==> src/rtl/bridge_pkg.sv <==
// Shared constants for the ASCII command bridge: framing characters and
// decoder state encoding.
package bridge_pkg;

  localparam logic [7:0] ASCII_R  = 8'h52;
  localparam logic [7:0] ASCII_W  = 8'h57;
  localparam logic [7:0] ASCII_CR = 8'h0D;
  localparam logic [7:0] ASCII_LF = 8'h0A;

  localparam logic [3:0] READ_DIGITS  = 4'd4;
  localparam logic [3:0] WRITE_DIGITS = 4'd8;

  typedef enum logic [1:0] {
    IDLE  = 2'd0,
    READ  = 2'd1,
    WRITE = 2'd2
  } state_t;

  function automatic logic is_term(input logic [7:0] c);
    return (c == ASCII_CR) || (c == ASCII_LF);
  endfunction

endpackage

==> src/rtl/hex_to_nibble.sv <==
// Combinational ASCII hex digit decoder; nibble is 0 when is_hex is low.
module hex_to_nibble (
  input  logic [7:0] char,
  output logic [3:0] nibble,
  output logic       is_hex
);

  always_comb begin
    nibble = 4'd0;
    is_hex = 1'b0;
    if (char >= 8'h30 && char <= 8'h39) begin
      nibble = char[3:0];
      is_hex = 1'b1;
    end else if ((char >= 8'h41 && char <= 8'h46) ||
                 (char >= 8'h61 && char <= 8'h66)) begin
      // 'A'/'a' carry low nibble 1, so +9 lands on 10.
      nibble = char[3:0] + 4'd9;
      is_hex = 1'b1;
    end
  end

endmodule

==> src/rtl/bridge_rx.sv <==
// Decodes "R<4 hex><CR|LF>" and "W<8 hex><CR|LF>" byte streams from a UART
// receiver into single-cycle bus read/write requests.
module bridge_rx
  import bridge_pkg::*;
(
  input  logic        clk,
  input  logic        rst,
  input  logic [7:0]  data_i,
  input  logic        valid_i,
  output logic [15:0] addr_o,
  output logic [15:0] data_o,
  output logic        rw_o,
  output logic        valid_o
);

  state_t      state_q, state_d;
  logic [3:0]  cnt_q, cnt_d;
  logic [31:0] buf_q, buf_d;
  logic [15:0] addr_q, addr_d;
  logic [15:0] data_q, data_d;
  logic        rw_q, rw_d;
  logic        valid_q, valid_d;

  logic [3:0]  nibble;
  logic        is_hex;
  logic [3:0]  need;

  hex_to_nibble u_hex (
    .char   (data_i),
    .nibble (nibble),
    .is_hex (is_hex)
  );

  assign need = (state_q == WRITE) ? WRITE_DIGITS : READ_DIGITS;

  always_comb begin
    state_d = state_q;
    cnt_d   = cnt_q;
    buf_d   = buf_q;
    addr_d  = addr_q;
    data_d  = data_q;
    rw_d    = rw_q;
    valid_d = 1'b0;
    if (valid_i) begin
      // A command letter restarts decoding from any state.
      if (data_i == ASCII_R) begin
        state_d = READ;
        cnt_d   = 4'd0;
        buf_d   = 32'd0;
      end else if (data_i == ASCII_W) begin
        state_d = WRITE;
        cnt_d   = 4'd0;
        buf_d   = 32'd0;
      end else if (state_q != IDLE) begin
        state_d = IDLE;
        if (is_hex) begin
          if (cnt_q != need) begin
            state_d = state_q;
            cnt_d   = cnt_q + 4'd1;
            buf_d   = {buf_q[27:0], nibble};
          end
        end else if (is_term(data_i) && (cnt_q == need)) begin
          valid_d = 1'b1;
          if (state_q == WRITE) begin
            addr_d = buf_q[31:16];
            data_d = buf_q[15:0];
            rw_d   = 1'b1;
          end else begin
            addr_d = buf_q[15:0];
            data_d = 16'd0;
            rw_d   = 1'b0;
          end
        end
      end
    end
  end

  always_ff @(posedge clk or posedge rst) begin
    if (rst) begin
      state_q <= IDLE;
      cnt_q   <= 4'd0;
      buf_q   <= 32'd0;
      addr_q  <= 16'd0;
      data_q  <= 16'd0;
      rw_q    <= 1'b0;
      valid_q <= 1'b0;
    end else begin
      state_q <= state_d;
      cnt_q   <= cnt_d;
      buf_q   <= buf_d;
      addr_q  <= addr_d;
      data_q  <= data_d;
      rw_q    <= rw_d;
      valid_q <= valid_d;
    end
  end

  assign addr_o  = addr_q;
  assign data_o  = data_q;
  assign rw_o    = rw_q;
  assign valid_o = valid_q;

endmodule

==> config.mk <==
export PLATFORM = sky130hd
export DESIGN_NAME = bridge_rx
export DESIGN_NICKNAME = d
export VERILOG_FILES = /design/src/rtl/bridge_pkg.sv /design/src/rtl/hex_to_nibble.sv /design/src/rtl/bridge_rx.sv
export SDC_FILE = /design/constraint.sdc
export NUM_CORES = 1
export LEC_CHECK = 0
export BUFFER_PORTS_ARGS = -buffer_cell sky130_fd_sc_hd__buf_4
export CAP_MARGIN = 5
export CORE_MARGIN = 3
export CORE_UTILIZATION = 40
export DETAILED_ROUTE_END_ITERATION = 8
export GPL_TIMING_DRIVEN = 0
export PLACE_DENSITY_LB_ADDON = 0.12
export SLEW_MARGIN = 25
export SYNTH_ARGS = -nofsm -noshare
export SYNTH_HDL_FRONTEND = slang
export SYNTH_SLANG_ARGS = --single-unit
==> constraint.sdc <==
create_clock -name clk -period 4.3 [get_ports clk]
set_input_delay 1.075 -clock clk [delete_from_list [all_inputs] [get_ports clk]]
set_output_delay 1.075 -clock clk [all_outputs]
set_load 0.02 [all_outputs]
* Yosys cells after proc, flatten, opt, wreduce, memory -nomap -nowiden
Index checks and enable logic that the tools add are counted.
** Word-level totals
- Flip-flop bits (word level) :: 72
- Input bits :: 11
- Output and inout bits :: 34
- Word-level logic and storage cells :: 68
** Cells by class
- Add/sub/neg operators :: 2
- Magnitude comparators :: 6
- Equal/unequal tests :: 8
- Multiplexer cells :: 29
- Bitwise gates (word level) :: 3
- Reduce and logical (&&, ||, !) cells :: 13
** Operators with widths (count)
- 2-to-1 mux 32 bit :: 5
- 2-to-1 mux 16 bit :: 2
- 2-to-1 mux 4 bit :: 8
- == test 8 x 4 -> 1 bit (second input constant) :: 2
- == test 8 x 7 -> 1 bit (second input constant) :: 2
- greater-or-equal comparator 8 x 7 -> 1 bit (second input constant) :: 2
- <= comparator 8 x 7 -> 1 bit (second input constant) :: 2
- 2-to-1 mux 2 bit :: 5
- 2-to-1 mux 1 bit :: 9
- nonzero test 3 bit :: 3
- greater-or-equal comparator 8 x 6 -> 1 bit (second input constant) :: 1
- <= comparator 8 x 6 -> 1 bit (second input constant) :: 1
- AND reduction 6 bit :: 1
- adder 4 x 1 -> 4 bit (second input constant) :: 1
- adder 4 bit (second input constant) :: 1
- == test 4 bit :: 1
- logical AND 1 bit :: 4
- inequality test 4 bit :: 1
- inequality test 4 bit (second input constant) :: 1
- AND reduction 4 bit :: 1
- NOT 1 bit :: 3
- AND reduction 3 bit :: 1
- == test 2 bit (second input constant) :: 1
- logical OR 1 bit :: 2
- nonzero test 2 bit :: 1

* Longest topological paths before layout
Gate-level depths: netlist of run 1.
- Depth after elaboration :: 10
- Mapped depth :: 9
- Depth with buffers taken out :: 7

* Cells and area by module
A second synthesis of run 1 with hierarchy kept.
** Unflattened totals
- Cells, all modules :: 358
- Area, all modules :: 3343.2 um2
** By module, submodules not included
- bridge_rx :: times used 1, cells each 333, area each 3139.3 um2, seq. area each 1801.7 um2
- hex_to_nibble :: times used 1, cells each 25, area each 203.9 um2, seq. area each 0.0 um2

* Worst setup path after synthesis of run 1
No wires, ideal clock.
- Path kind :: input to register
- Start point :: input port valid_i
- End point :: register addr_q[10] (netlist: addr_o[10])
- Setup time :: 0.125 ns
- Data arrival time :: 2.786 ns
- Data required time :: 4.175 ns
- Path slack :: 1.389 ns
- Stages :: 6
- Buffers on the path :: 3
- Cells stage by stage :: clkbuf_1 > or4bb_1 > or4_1 > buf_2 > buf_6 > mux2_4
** On the way
- Longest elaborated chain between the ends :: 1
** Ends and longest elaborated chain
- start, declared :: RTL line bridge_rx.sv:9 : input logic valid_i,
- AND reduction 6 bit (no line)
- end signal, assigned :: RTL line bridge_rx.sv:91 : addr_q <= addr_d;
- end, declared :: RTL line bridge_rx.sv:19 : logic [15:0] addr_q, addr_d;
Every way passes these cells.
A chain may end at the register's enable or synchronous reset.

* Worst setup path after layout of run 1
- Start point :: input port data_i[0]
- End point :: register buf_q[2]
** On the way
- Longest elaborated chain between the ends :: 10
- Elaborated cells between the ends (all ways) :: 26
- Those cells by class :: 1 x add/sub; 6 x order compare; 2 x eq/ne; 9 x mux; 8 x reduce/logical
** Ends and longest elaborated chain
- start, declared :: RTL line bridge_rx.sv:8 : input logic [7:0] data_i,
- greater-or-equal comparator 8 x 7 -> 1 bit, or another cell as far along :: RTL line hex_to_nibble.sv:14 : end else if ((char >= 8'h41 && char <= 8'h46) ||
- logical AND 1 bit (on tied branches) :: RTL line hex_to_nibble.sv:14, hex_to_nibble.sv:15
- logical OR 1 bit :: RTL line hex_to_nibble.sv:14
- 2-to-1 mux 4 bit :: RTL line hex_to_nibble.sv:14
- 2-to-1 mux 4 bit :: RTL line hex_to_nibble.sv:11 : if (char >= 8'h30 && char <= 8'h39) begin
- 2-to-1 mux 32 bit :: RTL line bridge_rx.sv:57 : if (cnt_q != need) begin
- 2-to-1 mux 32 bit :: RTL line bridge_rx.sv:56 : if (is_hex) begin
- 2-to-1 mux 32 bit :: RTL line bridge_rx.sv:54 : end else if (state_q != IDLE) begin
- 2-to-1 mux 32 bit :: RTL line bridge_rx.sv:50 : end else if (data_i == ASCII_W) begin
- 2-to-1 mux 32 bit :: RTL line bridge_rx.sv:46 : if (data_i == ASCII_R) begin
- end signal, assigned :: RTL line bridge_rx.sv:90 : buf_q <= buf_d;
- end, declared :: RTL line bridge_rx.sv:18 : logic [31:0] buf_q, buf_d;
Several ways; a longest one is shown, not always the timed one. The select of a mux whose other input is x is not followed.

==> impl_metrics.json, run 1 <==
{
  "dr.pass1.iters": 4,
  "synth_ff_type": "dfrtp_1",
  "drv_cap": 0,
  "r2r-end": "addr_o[10]$_DFFE_PP0P_",
  "synth_cells": 335,
  "rsz0062_at_grt": "no",
  "fin_worst_skew_ns": 0.00864,
  "min_period_ns": 2.79,
  "fp.dieH_um": 99.6,
  "use_met1_pct": 23.2,
  "wl_um": 7560,
  "coreArea_mm2": 0.00838,
  "synth_area_leader_cell": "dfrtp_1",
  "cts_htree_levels": 3,
  "routed_via_density": 5.11,
  "synth_nets": 352,
  "die_w_um": 99.6,
  "ys_warn_count": 0,
  "antenna_found_initial": 0,
  "reg2reg_slack_ns": 1.91,
  "setup-violations-final": 0,
  "hold_end": "buf_q[31]$_DFFE_PP0P_",
  "start_util_pct": 41.8,
  "drt_iter0_drc": 96,
  "post-cts-setup-buffers": 0,
  "p_total_w": 0.00128,
  "die-area_mm2": 0.00992,
  "overflow": 0,
  "cts-root-buf": "clkbuf_8",
  "cts_tree": "built",
  "syn_avg_cell_area_um2": 10.5,
  "synth.area.top_cells": "dfrtp_1 51%, nand2_1 8.7%, mux2_2 6.7%, mux2_4 6.0%, mux2i_1 5.4%",
  "layout-drive-gt1-share_pct": 25.9,
  "top_usage_layer": "met2",
  "ys_ff_latch": 72,
  "yosysMostFrequentCell": "nand2_1",
  "num_antenna_cells": 0,
  "worst-slew-pin-transition_ns": 0.658,
  "p_per_area_mw_per_mm2": 305,
  "critPathMaxFanout": 10,
  "stdcell_area_mm2": 0.00418,
  "hold_slack_ns": 0.512,
  "finalMaxSlewViolations": 0,
  "grt.total_usage_pct": 16.6,
  "outcome": "complete, no violations",
  "reg2reg_from": "state_q[1]$_DFFE_PP0P_",
  "min_path_cells": 2,
  "yosys.area.top_type_share_pct": 51.4,
  "startpoint_type": "input pin",
  "max_freq_mhz": 359,
  "hold_path_class": "flip-flop to flip-flop",
  "ctsHoldBuffers": 0,
  "place_congestion": 0.848,
  "wire_per_inst_um": 15.2,
  "met3_usage_pct": 4.00,
  "synthArstFlopShare_pct": 100,
  "reg2reg_depth": 8,
  "setup_ws_ns": 1.51,
  "crit_arrival_ns": 3.02,
  "fin_nets": 406,
  "drc_errors": 0,
  "io_pins": 45,
  "ys_top_cells_by_count": "81 x nand2_1, 72 x dfrtp_1, 32 x o21ai_0, 23 x inv_1, 21 x mux2_2",
  "route.vias.total": 2549,
  "numCtsBuffers": 9,
  "pre_cts_ws_ns": 0.896,
  "clockBufferDepth": 2,
  "syn_area_mm2": 0.00350,
  "clkTransAtPathRegs_ns": 0.07,
  "hold_viol_final": 0,
  "cts_resized": 0,
  "clk_latency_ns": 0.35,
  "grtUsageMet2_pct": 25.5,
  "hp-start": "buf_q[27]$_DFFE_PP0P_",
  "cp_data_required_time_ns": 4.53,
  "crit_type": "input pin to flip-flop",
  "ant_nets": 0,
  "ir_drop_v": 0.000131,
  "rows": 33,
  "setup_tns_ns": 0,
  "grt_max_degree": 41,
  "dpl_cell_area_mm2": 0.00397,
  "critPathCaptureType": "flip-flop",
  "grt_pass1_wl_um": 13000,
  "post-route-period-util_pct": 64.8,
  "synth_edf_count": 0,
  "ys_seq_area_share_pct": 51.4,
  "portBuffers": 42,
  "syn2layout_area_growth_pct": 19.2,
  "ys_types": 44,
  "grt_pass1_vias": 2653,
  "total_leakage_power_nw": 2.11,
  "cts.sinks": 72,
  "dp_hpwl_um": 5310,
  "slew_headroom_pct": 56.1
}
[stage by stage]
stage	utilization, %	std cells
after CTS	49.8	499
final	49.8	499
after detailed placement	47.4	483
after global placement	47.1	482
after global routing	49.8	499
after floorplan	-	335
[registers in the layout, indices dropped and copies added, names as in the netlist]
signal   flops
state_q      2
addr_o      16
cnt_q        4
buf_q       32
data_o      16
valid_o      1
rw_o         1
[cell usage in the layout, fill, tap and decap left out, types with 3 or more instances in the layout]
master	netlist	final
dfrtp_1	72	72
nor2_1	4	4
mux2i_1	19	19
mux2_4	14	14
buf_4	0	42
inv_1	23	22
mux2_2	21	21
a21oi_1	7	7
o21ai_0	32	32
nand2_1	81	81
clkbuf_8	0	11
ha_1	6	6
clkbuf_1	11	13
buf_6	3	3
buf_2	3	3
buf_1	3	3
[how the worst max path moves through the flow]
stage / cells past startpoint / start / to
after floorplan: 6 / valid_i / addr_o[10]$_DFFE_PP0P_
after global placement: 2 / rst / state_q[1]$_DFFE_PP0P_
after detailed placement: 7 / data_i[2] / buf_q[18]$_DFFE_PP0P_
after CTS: 7 / data_i[2] / buf_q[18]$_DFFE_PP0P_
after global routing: 8 / data_i[3] / buf_q[19]$_DFFE_PP0P_
final: 9 / data_i[0] / buf_q[2]$_DFFE_PP0P_
[cell families after synthesis]
logic type | synth area share [%]
simple gates | 13.2
flops | 51.4
compound gates | 9.46
mux | 18.2
buf+inv | 5.35
fa+ha+maj | 2.14
xor+xnor | 0.250
[power breakdown]
group	internal (W)	switching (W)	total, W
logic	0.0000158	0.0000304	0.0000462
clock network	0.000299	0.000252	0.000551
registers	0.000678	0.00000145	0.000679
[critical path: stages]
cell and delay, ns:
buf_4 0.13, inv_1 0.07, ha_1 0.17, inv_1 0.06
o311ai_0 0.48, a21oi_1 0.18, buf_2 0.23, a21oi_1 0.25
mux2_2 0.37
[final cells by class]
cell class	instances	area (µm²)
timing repair buffer	43	335
tap	105	131
inverter	23	88.8
sequential	72	1800
clock inverter	3	40.0
buffer	20	101
fill	800	4200
multi-input combinational	220	1520
clock buffer	13	159
[per-layer routing]
| metal | up-vias | part of all wire [%] |
|---|---|---|
| li1 | 1245 | - |
| met1 | 1247 | 49 |
| met2 | 49 | 45 |
| met3 | 8 | 3.9 |
| met4 | 0 | 1.5 |
| met5 | - | 0 |
Power figures use the tool's default switching activity.
==> run 2: changes to the inputs <==
clock period = 2.3 ns   (was 4.3 ns; I/O delays follow)
==> impl_metrics.json, run 2 (synthesis gave the netlist of run 1 again) <==
{
  "worst-slew-pin-transition_ns": 0.655,
  "dp_hpwl_um": 5370,
  "wire_per_inst_um": 15.1,
  "setup_ws_ns": 0.0485,
  "clockBufferDepth": 2,
  "grt_pass1_wl_um": 12900,
  "post-route-util_pct": 51.2,
  "multi_input_area_mm2": 0.00154,
  "cts-root-buf": "clkbuf_8",
  "final_common_cell": "nand2_1",
  "wl_um": 7620,
  "syn2layout_area_growth_pct": 22.4,
  "grt_max_degree": 28,
  "route.vias.total": 2528,
  "hold_viol_final": 0,
  "portBuffers": 42,
  "setup-violations-final": 0,
  "rsz0062_at_grt": "no",
  "outcome": "complete, no violations",
  "drc_errors": 0,
  "total_leakage_power_nw": 2.16,
  "fin_worst_skew_ns": 0.00876,
  "max_freq_mhz": 444,
  "largest_register_ffs": 32,
  "pre_cts_ws_ns": -0.576,
  "rows": 33,
  "ant_nets": 0,
  "fin_nets": 410,
  "top_register": "buf_q",
  "regArea_mm2": 0.00180,
  "fp.dieH_um": 99.6,
  "cp_top_family": "simple AND/OR/NAND/NOR gates",
  "dr.pass1.iters": 4,
  "hold_path_class": "input pin to asynchronous set/reset pin",
  "ir_drop_v": 0.000237,
  "drt_iter0_drc": 153,
  "cts_tree": "built",
  "cts_htree_levels": 3,
  "cp_slowest_stage_delay_ns": 0.56,
  "critPathCaptureType": "flip-flop",
  "top_usage_layer": "met2",
  "cpMaxStageDelayCell": "or4_4",
  "die-area_mm2": 0.00992,
  "slew_headroom_pct": 56.3,
  "crit_top_cell": "buf_6",
  "cp_data_required_time_ns": 2.54,
  "use_met1_pct": 23.9,
  "clkTransAtPathRegs_ns": 0.08,
  "io_pins": 45,
  "routed_via_density": 5.03,
  "finalMaxSlewViolations": 0,
  "n_fill_cell": 771,
  "final_cell_mix": "81 x nand2_1, 70 x dfrtp_1, 45 x buf_4",
  "overflow": 0,
  "clk_latency_ns": 0.35,
  "drv_cap": 0,
  "reg2reg_slack_ns": 0.05,
  "crit_type": "flip-flop to flip-flop",
  "startpoint_type": "flip-flop",
  "coreArea_mm2": 0.00838,
  "post-route-period-util_pct": 97.9,
  "min_period_ns": 2.25,
  "critPathMaxFanout": 10,
  "layout-drive-gt1-share_pct": 28.4,
  "die_w_um": 99.6,
  "place_congestion": 0.837,
  "start_util_pct": 41.8,
  "grt.total_usage_pct": 16.8,
  "p_per_area_mw_per_mm2": 580,
  "critPathBufInv": 3,
  "ctsHoldBuffers": 0,
  "num_antenna_cells": 0,
  "crit_arrival_ns": 2.49,
  "cts.sinks": 72,
  "grtUsageMet2_pct": 24.8,
  "numCtsBuffers": 9,
  "crit_chain": "nor2b_4, buf_6, nor3b_2, o21ai_1, or4_4, buf_6, buf_6, mux2_4",
  "met3_usage_pct": 3.86,
  "grt_pass1_vias": 2549,
  "antenna_found_initial": 0
}
[run 2: layout make-up]
class                   instances  share of cell area, %
repair buffers                 47                   8.98
multi-input cells             220                   35.9
clock buffers                  13                   3.47
plain buffers                  20                   2.86
well taps                     105                   3.06
inverters                      23                   2.10
clock inverters                 3                   1.52
flip-flops and latches         72                   42.1
[run 2: final timing paths]
path / start / endpoint / cells past startpoint
max: state_q[1]$_DFFE_PP0P_ / addr_o[8]$_DFFE_PP0P_ / 8
min: rst / data_o[14]$_DFFE_PP0P_ / 2
max reg2reg: state_q[1]$_DFFE_PP0P_ / addr_o[8]$_DFFE_PP0P_ / 8
min reg2reg: addr_o[13]$_DFFE_PP0P_ / addr_o[13]$_DFFE_PP0P_ / 1
max in group asynchronous: rst / buf_q[25]$_DFFE_PP0P_ / 4
min in group clk: addr_o[13]$_DFFE_PP0P_ / addr_o[13]$_DFFE_PP0P_ / 1
[run 2: what timing repair did]
| item | 4_1_cts | 5_1_grt |
|---|---|---|
| setup endpoints to repair | 51 | 46 |
| endpoints found under the hold margin | 0 | 0 |
| resized for setup | 4 | 9 |
| buffers inserted | 1 | 2 |
[run 2: through the flow]
stage / instance area, µm² / hold slack (ns) / total power (W) / cells / setup TNS (ns)
final: 4290 / 0.308 / 0.00249 / 503 / 0
after CTS: 4250 / 0.324 / 0.00250 / 501 / 0
after global routing: 4290 / 0.348 / 0.00257 / 503 / 0
after floorplan: 3520 / 0.466 / 0.00135 / 335 / 0
after detailed placement: 4020 / 0.497 / 0.00139 / 484 / -26.68
after global placement: 3970 / 0.492 / 0.00138 / 482 / -24.78
[run 2: metal layers]
metal,share of wire (%),up-vias
met3,3.5,12
met4,1.6,0
met1,51,1218
met2,44,53
li1,-,1245
met5,0,-
[run 2: power breakdown]
part           switching [W]  total [W]  internal (W)  leakage [nW]
clock               0.000479    0.00112      0.000641         0.108
sequential        0.00000260    0.00127       0.00127         0.919
combinational      0.0000597  0.0000960     0.0000363          1.13
total               0.000542    0.00249       0.00194          2.16
